==> config.mk <==
export PLATFORM = sky130hd
export DESIGN_NAME = wb_select_stage
export DESIGN_NICKNAME = d
export VERILOG_FILES = /design/src/rtl/wb_select_stage.sv
export SDC_FILE = /design/constraint.sdc
export NUM_CORES = 1
export LEC_CHECK = 0
export ABC_CLOCK_PERIOD_IN_PS = 2600
export CORE_MARGIN = 3
export CORE_UTILIZATION = 38
export DETAILED_ROUTE_END_ITERATION = 10
export GPL_TIMING_DRIVEN = 0
export MAX_ROUTING_LAYER = met4
export PLACE_DENSITY = 0.82
export RECOVER_POWER = 100
export SYNTH_ARGS = -nofsm -noshare
export SYNTH_HDL_FRONTEND = slang
export SYNTH_SLANG_ARGS = --single-unit
==> constraint.sdc <==
create_clock -name clk -period 2.6 [get_ports clk]
set_input_delay 0.52 -clock clk [delete_from_list [all_inputs] [get_ports clk]]
set_output_delay 0.52 -clock clk [all_outputs]
set_load 0.02 [all_outputs]
==> src/rtl/wb_select_stage.sv <==
// MEM/WB writeback stage: registers memory-stage results, selects write data,
// aligns/extends sub-word loads and drives the register-file write port.
module wb_select_stage #(
  parameter int DW    = 32,
  parameter int NSRC  = 5,
  parameter int SELW  = 3,
  parameter int LD_CH = 1
) (
  input  logic                 clk,
  input  logic                 rst,
  input  logic                 stall,
  input  logic                 flush,
  input  logic                 in_valid,
  input  logic [SELW-1:0]      wdsel,
  input  logic [NSRC*DW-1:0]   src_bus,
  input  logic [2:0]           ld_mode,
  input  logic [1:0]           addr_lo,
  input  logic                 rf_we_in,
  input  logic [4:0]           rd_in,
  output logic [DW-1:0]        wb_data,
  output logic                 wb_we,
  output logic [4:0]           wb_rd,
  output logic                 wb_valid,
  output logic                 sel_err,
  output logic                 misalign
);

  localparam logic [2:0] LM_BS = 3'b001;
  localparam logic [2:0] LM_BU = 3'b010;
  localparam logic [2:0] LM_HS = 3'b011;
  localparam logic [2:0] LM_HU = 3'b100;

  logic [DW-1:0] chan;
  logic          in_rng;
  logic          is_ld;
  logic          is_byte;
  logic          is_half;
  logic          is_word;
  logic [31:0]   w;
  logic [7:0]    bsel;
  logic [15:0]   hsel;
  logic [DW-1:0] seldata;
  logic          mis;

  logic [DW-1:0] data_q;
  logic [4:0]    rd_q;
  logic          we_q;
  logic          valid_q;
  logic          mis_q;
  logic          err_q;

  always_comb begin
    chan   = '0;
    in_rng = 1'b0;
    for (int k = 0; k < NSRC; k++) begin
      if (wdsel == SELW'(k)) begin
        chan   = src_bus[k*DW +: DW];
        in_rng = 1'b1;
      end
    end
  end

  assign is_ld   = (wdsel == SELW'(LD_CH));
  assign is_byte = (ld_mode == LM_BS) || (ld_mode == LM_BU);
  assign is_half = (ld_mode == LM_HS) || (ld_mode == LM_HU);
  assign is_word = ~is_byte & ~is_half;
  assign w       = chan[31:0];
  assign hsel    = addr_lo[1] ? w[31:16] : w[15:0];

  always_comb begin
    unique case (addr_lo)
      2'd0:    bsel = w[7:0];
      2'd1:    bsel = w[15:8];
      2'd2:    bsel = w[23:16];
      default: bsel = w[31:24];
    endcase
  end

  always_comb begin
    seldata = chan;
    if (is_ld) begin
      case (ld_mode)
        LM_BS:   seldata = {{(DW-8){bsel[7]}}, bsel};
        LM_BU:   seldata = {{(DW-8){1'b0}}, bsel};
        LM_HS:   seldata = {{(DW-16){hsel[15]}}, hsel};
        LM_HU:   seldata = {{(DW-16){1'b0}}, hsel};
        default: seldata = chan;
      endcase
    end
  end

  // Misaligned loads still extract data but never write the register file.
  assign mis = is_ld & ((is_half & addr_lo[0]) | (is_word & (|addr_lo)));

  always_ff @(posedge clk) begin
    if (rst) begin
      data_q  <= '0;
      rd_q    <= '0;
      we_q    <= 1'b0;
      valid_q <= 1'b0;
      mis_q   <= 1'b0;
      err_q   <= 1'b0;
    end else if (flush) begin
      data_q  <= '0;
      rd_q    <= '0;
      we_q    <= 1'b0;
      valid_q <= 1'b0;
      mis_q   <= 1'b0;
    end else if (!stall) begin
      data_q  <= seldata;
      rd_q    <= rd_in;
      we_q    <= rf_we_in & ~mis;
      valid_q <= in_valid;
      mis_q   <= mis;
      if (!in_rng) err_q <= 1'b1;
    end
  end

  assign wb_data  = data_q;
  assign wb_rd    = rd_q;
  assign wb_valid = valid_q;
  assign misalign = mis_q;
  assign sel_err  = err_q;
  assign wb_we    = valid_q & we_q & (|rd_q) & ~mis_q;

endmodule

==> results of run 1 <==
==> where the power goes <==
group,leakage [uW],switching [uW],internal [uW]
combinational,0.00206,394,463
clock,0.0000540,228,279
sequential,0.000335,12.7,653
==> metrics by stage <==
stage	area, sq um	hold WS (ps)
2_1_floorplan	3588	441.1
3_3_place_gp	5866	454.8
3_5_place_dp	5866	470.1
4_1_cts	6077	486.1
5_1_grt	6078	516.2
6_report	6078	481.0
==> layer usage <==
layer  part of all wire (%)  wire [um]  global-route usage (%)  vias to the layer above
met5                      0          0                       -                        -
met4                    3.2        561                   9.064                        0
met3                    7.7       1334                   4.091                       54
met2                     48       8266                   55.06                      272
met1                     41       7168                   41.08                     2215
li1                       -          -                       -                     2149
==> cell usage after synthesis (2+ instances only) <==
master and instances:
a221oi_1 4, clkbuf_1 16, a21oi_2 2, a22o_1 2
o311a_1 6, nor2b_1 5, nor4_1 2, buf_6 8
mux2_2 2, or3_1 5, o2bb2a_1 2, o21a_1 2
a31o_2 4, a22oi_1 3, a31oi_1 7, mux2i_1 52
buf_1 3, inv_1 2, or3b_2 2, nor3_1 14
o221a_2 2, nand2_1 24, o211ai_1 5, nand3b_1 2
nor2_1 33, o22ai_1 25, buf_2 9, and2_1 5
a21oi_1 37, mux4_2 7, a2bb2oi_1 8, nand3_1 5
dfxtp_1 41, a211oi_1 8, o221ai_1 3, clkinv_1 2
or2_2 7, o21ai_0 36, nand2b_1 13
==> cells by family after synthesis <==
kind of cell / after synthesis
simple gates: 127
xor+xnor: 1
compound gates: 169
mux: 61
flops: 41
buf+inv: 43
==> worst max-delay path, cell delays in order <==
cell and delay, ps:
clkdlybuf4s50_1 520, or3_1 410, and3b_1 180, buf_4 160, and2_4 150, o311a_1 130
nor4_4 200, buf_4 180, clkbuf_2 170, a21oi_1 80
==> worst paths after layout <==
path | startpoint | end | slack (ps) | depth (start not counted)
hold reg to reg | we_q | we_q | 480 | 2
hold / removal | we_q | we_q | 480 | 2
setup / recovery | ld_mode[0] | wb_data[18] | 90 | 10
setup reg to reg | wb_data[1] | wb_data[1] | 1800 | 2
==> flip-flops by register name, indices dropped and copies added (netlist names) <==
register  cells
misalign      1
sel_err       1
wb_data      32
wb_rd         5
wb_valid      1
we_q          1
==> layout make-up <==
cell class / instances / area, sq um / share of cell area (%)
multi-input combinational: 358 / 2576 / 42.38
tap: 108 / 135.1 / 2.223
inverter: 5 / 18.77 / 0.3088
timing repair buffer: 219 / 2176 / 35.80
buffer: 38 / 247.7 / 4.076
sequential: 41 / 820.8 / 13.50
clock buffer: 5 / 68.82 / 1.132
clock inverter: 2 / 35.03 / 0.5764
==> timing repair <==
| action | 4_1_cts | 5_1_grt |
|---|---|---|
| hold endpoints to repair | 0 | 0 |
| setup buffers | 5 | 0 |
| resized for setup | 18 | 5 |
| pin swaps | 2 | 0 |
| gates cloned | 0 | 0 |
| endpoints found under the setup margin | 30 | 14 |
==> results.txt, run 1 <==
Status: completed
Clk_skew: 0 ps
Setup TNS: 0 ps
Final Max Slew Viols: 0
Vias: 4,690
Drt first pass iters: 5
Max Cap Violations: 0
Synth unique cells: 66
Synth area leader: dfxtp_1
Cts bufs inserted: 5
Simple-Gate Fraction of Synth Area: 18.76%
Synthesized area per cell: 8.119 sq um
Worst-path clk slew: 80 ps
Initial antenna violation count: 0
CP startpoint kind: input pin
Multiplexer share of the synthesized area: 19.53%
Synth Area in Adders: 0%
Worst ir drop on vdd: 0.0002254 V
Number of H-tree levels: 2
Routed wire length: 17,330 um
Clk buf depth: 2
Port Buf Inserts: 214
# setup viols final: 0
Antenna fix cells: 0
Vias in the first global route: 4,604
Post-synthesis async set-or-reset flop share: 0%
Die Wd: 103.2 um
Dpl hpwl: 14,490 um
Clock Root Buffer: clkbuf_8
Area contributors post-synth: dfxtp_1 23%, mux2i_1 15%, a21oi_1 5.2%
Fin crit share: 96.39%
Total power: 2030 uW
Post-Place Cells: 764
Syn-to-layout area delta: 69.39%
Die Ht: 103.2 um
Final #Nets: 847
CP endpoint kind: register
Drt via density: 6.044
Die ar.: 10,650 sq um
Slew at the pin closest to its max-slew limit: 661.5 ps
Fin cells: 776
Post-synthesis sequential area ratio: 22.87%
Worst Path Required: 2800 ps
Tot GR Track Use: 32.60%
CP arrival: 2700 ps
Clk sinks: 41
Fin. Hold Viols: 0
Final WS setup: 93.86 ps
Post-Syn Nets: 621
Clk_lat worst skew: 300 ps
Worst min path class: register to register
Ys Warns: 0
CTS tree: built
Synth Area in XOR/XNOR: 0.2441%
Unrepaired setup endpoints after global routing: no
Setup slack after placement: -741.1 ps
Most frequent cells in the layout: 171 x clkdlybuf4s50_1, 52 x mux2i_1, 42 x dlygate4sd3_1
Commonest non-fill, non-tap cell in the layout: clkdlybuf4s50_1
Ports: 220
Power Dens Cells: 333.9 nW/um^2
Number of flops mapped to enable cells by yosys: 0
Crit path time final: 2506 ps
Leak: 0.002453 uW
Crit-path max FO: 8
Critical path class: input pin to register
FF+latch count, synth: 41
Post-CTS Hold Fix Bufs: 0
Mapped Cells: 442
First-pass GRT wire length: 25,470 um
Most used DFF post-synth: dfxtp_1
Rel. slew slack: 55.90%
Final Util: 68.04%
Initial DRC count: 293
DRC: 0
FILL cells: 785
Final RePlAce weighted congestion: 0.9909
Post-Syn Area: 3588 sq um
Final ANT Viol Nets: 0
Core Rows: 34
Largest family of logic cells by synthesized area: compound AO/OA/AOI/OAI gates
Fraction of the mapped netlist area in compound gates: 31.69%
Detail-routed net length per standard cell: 22.33 um
Fmax: 0.3990 GHz
Global route total overflow: 0
Layout cells sized above 1: 11.23%
Pin count of the biggest net entering global routing: 13
Post-synth top area share: 22.87%
Initial Utilization: 40.17%
Core area: 8934 sq um
Power figures use the tool's default switching activity.
==> run 2: changes to the inputs <==
--- a/config.mk
+++ b/config.mk
@@ -7,11 +7,13 @@
 export LEC_CHECK = 0
 export ABC_CLOCK_PERIOD_IN_PS = 2600
 export CORE_MARGIN = 3
-export CORE_UTILIZATION = 38
+export CORE_UTILIZATION = 39
+export CTS_BUF_LIST = sky130_fd_sc_hd__clkbuf_4 sky130_fd_sc_hd__clkbuf_8
+export CTS_CLUSTER_DIAMETER = 50
 export DETAILED_ROUTE_END_ITERATION = 10
 export GPL_TIMING_DRIVEN = 0
 export MAX_ROUTING_LAYER = met4
-export PLACE_DENSITY = 0.82
+export PLACE_DENSITY = 0.84
 export RECOVER_POWER = 100
 export SYNTH_ARGS = -nofsm -noshare
 export SYNTH_HDL_FRONTEND = slang
==> results.txt, run 2 (synthesis gave the netlist of run 1 again) <==
Die ar.: 10,390 sq um (-2.4%)
Tot GR Track Use: 33.02% (+0.42 points)
First-pass GRT wire length: 25,520 um (+0.19%)
Final Util: 68.30% (+0.26 points)
Initial Utilization: 40.55% (+0.39 points)
Syn-to-layout area delta: 68.41%
Cts bufs inserted: 5 (unchanged)
Clock Root Buffer: clkbuf_8
Detail-routed net length per standard cell: 22.07 um (-1.2%)
DRC: 0 (unchanged)
Max Cap Violations: 0 (unchanged)
Setup TNS: 0 ps (unchanged)
Pin count of the biggest net entering global routing: 13 (unchanged)
Port Buf Inserts: 214 (unchanged)
Clk_lat worst skew: 290 ps (about the same)
Status: completed
Fin crit share: 96.20% (-0.19 points)
Leak: 0.002456 uW (about the same)
Worst Path Required: 2080 ps (-720 ps)
R2R depth: 2 (unchanged)
Worst-path clk slew: 80 ps (about the same)
Final WS setup: 98.77 ps (+4.910 ps)
Ports: 220 (unchanged)
Power Dens Cells: 340.5 nW/um^2 (+2.0%)
Commonest non-fill, non-tap cell in the layout: clkdlybuf4s50_1
Hold path cells: 2 (unchanged)
Worst ir drop on vdd: 0.0002797 V (+24%)
CTS tree: built
Critical path class: register to primary output
Vias: 4,684 (-0.13%)
Drt via density: 6.052 (+0.13%)
Slew at the pin closest to its max-slew limit: 650.9 ps (-10.61 ps)
Fmax: 0.3998 GHz (+0.20%)
Initial DRC count: 300 (+2.4%)
Clk_skew: 0 ps (unchanged)
Core Rows: 34 (unchanged)
CP startpoint kind: register
Most frequent cells in the layout: 170 x clkdlybuf4s50_1, 52 x mux2i_1, 42 x dlygate4sd3_1
Die Ht: 101.9 um (-1.2%)
Crit path time final: 2501 ps (-4.910 ps)
FILL cells: 737 (-6.1%)
Vias in the first global route: 4,695 (+2.0%)
Initial antenna violation count: 0 (unchanged)
Unrepaired setup endpoints after global routing: no
Final ANT Viol Nets: 0 (unchanged)
Antenna fix cells: 0 (unchanged)
Drt first pass iters: 5 (unchanged)
Final RePlAce weighted congestion: 0.9850 (-0.60%)
WHS: 474.0 ps (-6.950 ps)
# setup viols final: 0 (unchanged)
Final #Nets: 844 (-0.35%)
CP arrival: 1980 ps (-720 ps)
Post-CTS Hold Fix Bufs: 0 (unchanged)
Core area: 8848 sq um (-0.95%)
Post-Place Cells: 764 (unchanged)
Final Max Slew Viols: 0 (unchanged)
Rel. slew slack: 56.61% (+0.71 points)
Fin cells: 774 (-0.26%)
Worst min path class: register to register
Fin. Hold Viols: 0 (unchanged)
Clk buf depth: 2 (unchanged)
Dpl hpwl: 14,170 um (-2.2%)
Global route total overflow: 0 (unchanged)
Setup slack after placement: -733.1 ps (+8.075 ps)
Routed wire length: 17,080 um (-1.4%)
Die Wd: 101.9 um (-1.2%)
Number of H-tree levels: 2 (unchanged)
Crit-path max FO: 3 (-5)
Max reg flops: 32 (unchanged)
CP endpoint kind: primary output
Clk sinks: 41 (unchanged)
Layout cells sized above 1: 10.21% (-1.0 points)
## run 2: final cells by class
| type | instances | area (sq um) | share of cell area, % |
|---|---|---|---|
| timing repair buffer | 216 | 2171 | 35.92 |
| inverter | 5 | 18.77 | 0.3106 |
| clock buffer | 7 | 90.09 | 1.491 |
| tap | 108 | 135.1 | 2.236 |
| buffer | 38 | 245.2 | 4.058 |
| clock inverter | 1 | 30.03 | 0.4969 |
| sequential | 41 | 820.8 | 13.58 |
| multi-input combinational | 358 | 2532 | 41.90 |
## run 2: metrics by stage
stage,power [uW],cell area [sq um]
6_report,2058,6043
5_1_grt,2147,6043
4_1_cts,2065,6042
3_5_place_dp,1516,5866
3_3_place_gp,1505,5866
2_1_floorplan,1073,3588
## run 2: repair_timing
action | CTS | global route
buffers inserted | 2 | 0
pin swaps | 1 | 0
gates resized for setup | 12 | 6
setup endpoints to repair | 30 | 16
## run 2: worst max-delay path, cell delays in order, from the launching register on
cell           delay, ps
dfxtp_1              340
or4_1                540
nor2_1               110
nor3_1                50
dlygate4sd3_1        650
## run 2: final timing paths
kind	startpoint	endpoint	slack, ps
max	wb_rd[1]	wb_we	100
min	we_q	we_q	470
max reg2reg	wb_data[1]	wb_data[1]	1840
min reg2reg	we_q	we_q	470
## run 2: layer usage
metal | up-vias | part of all wire [%] | GRT usage [%]
met5 | - | 0 | -
met4 | 0 | 2.7 | 9.384
met3 | 48 | 8.3 | 6.962
met2 | 259 | 48 | 55.43
met1 | 2225 | 41 | 40.13
li1 | 2152 | - | -
## run 2: where the power goes
part	leakage (uW)	switching [uW]	internal [uW]
combinational	0.00206	389	460
clock	0.0000619	221	324
sequential	0.000335	12.3	653
total	0.00246	622	1440
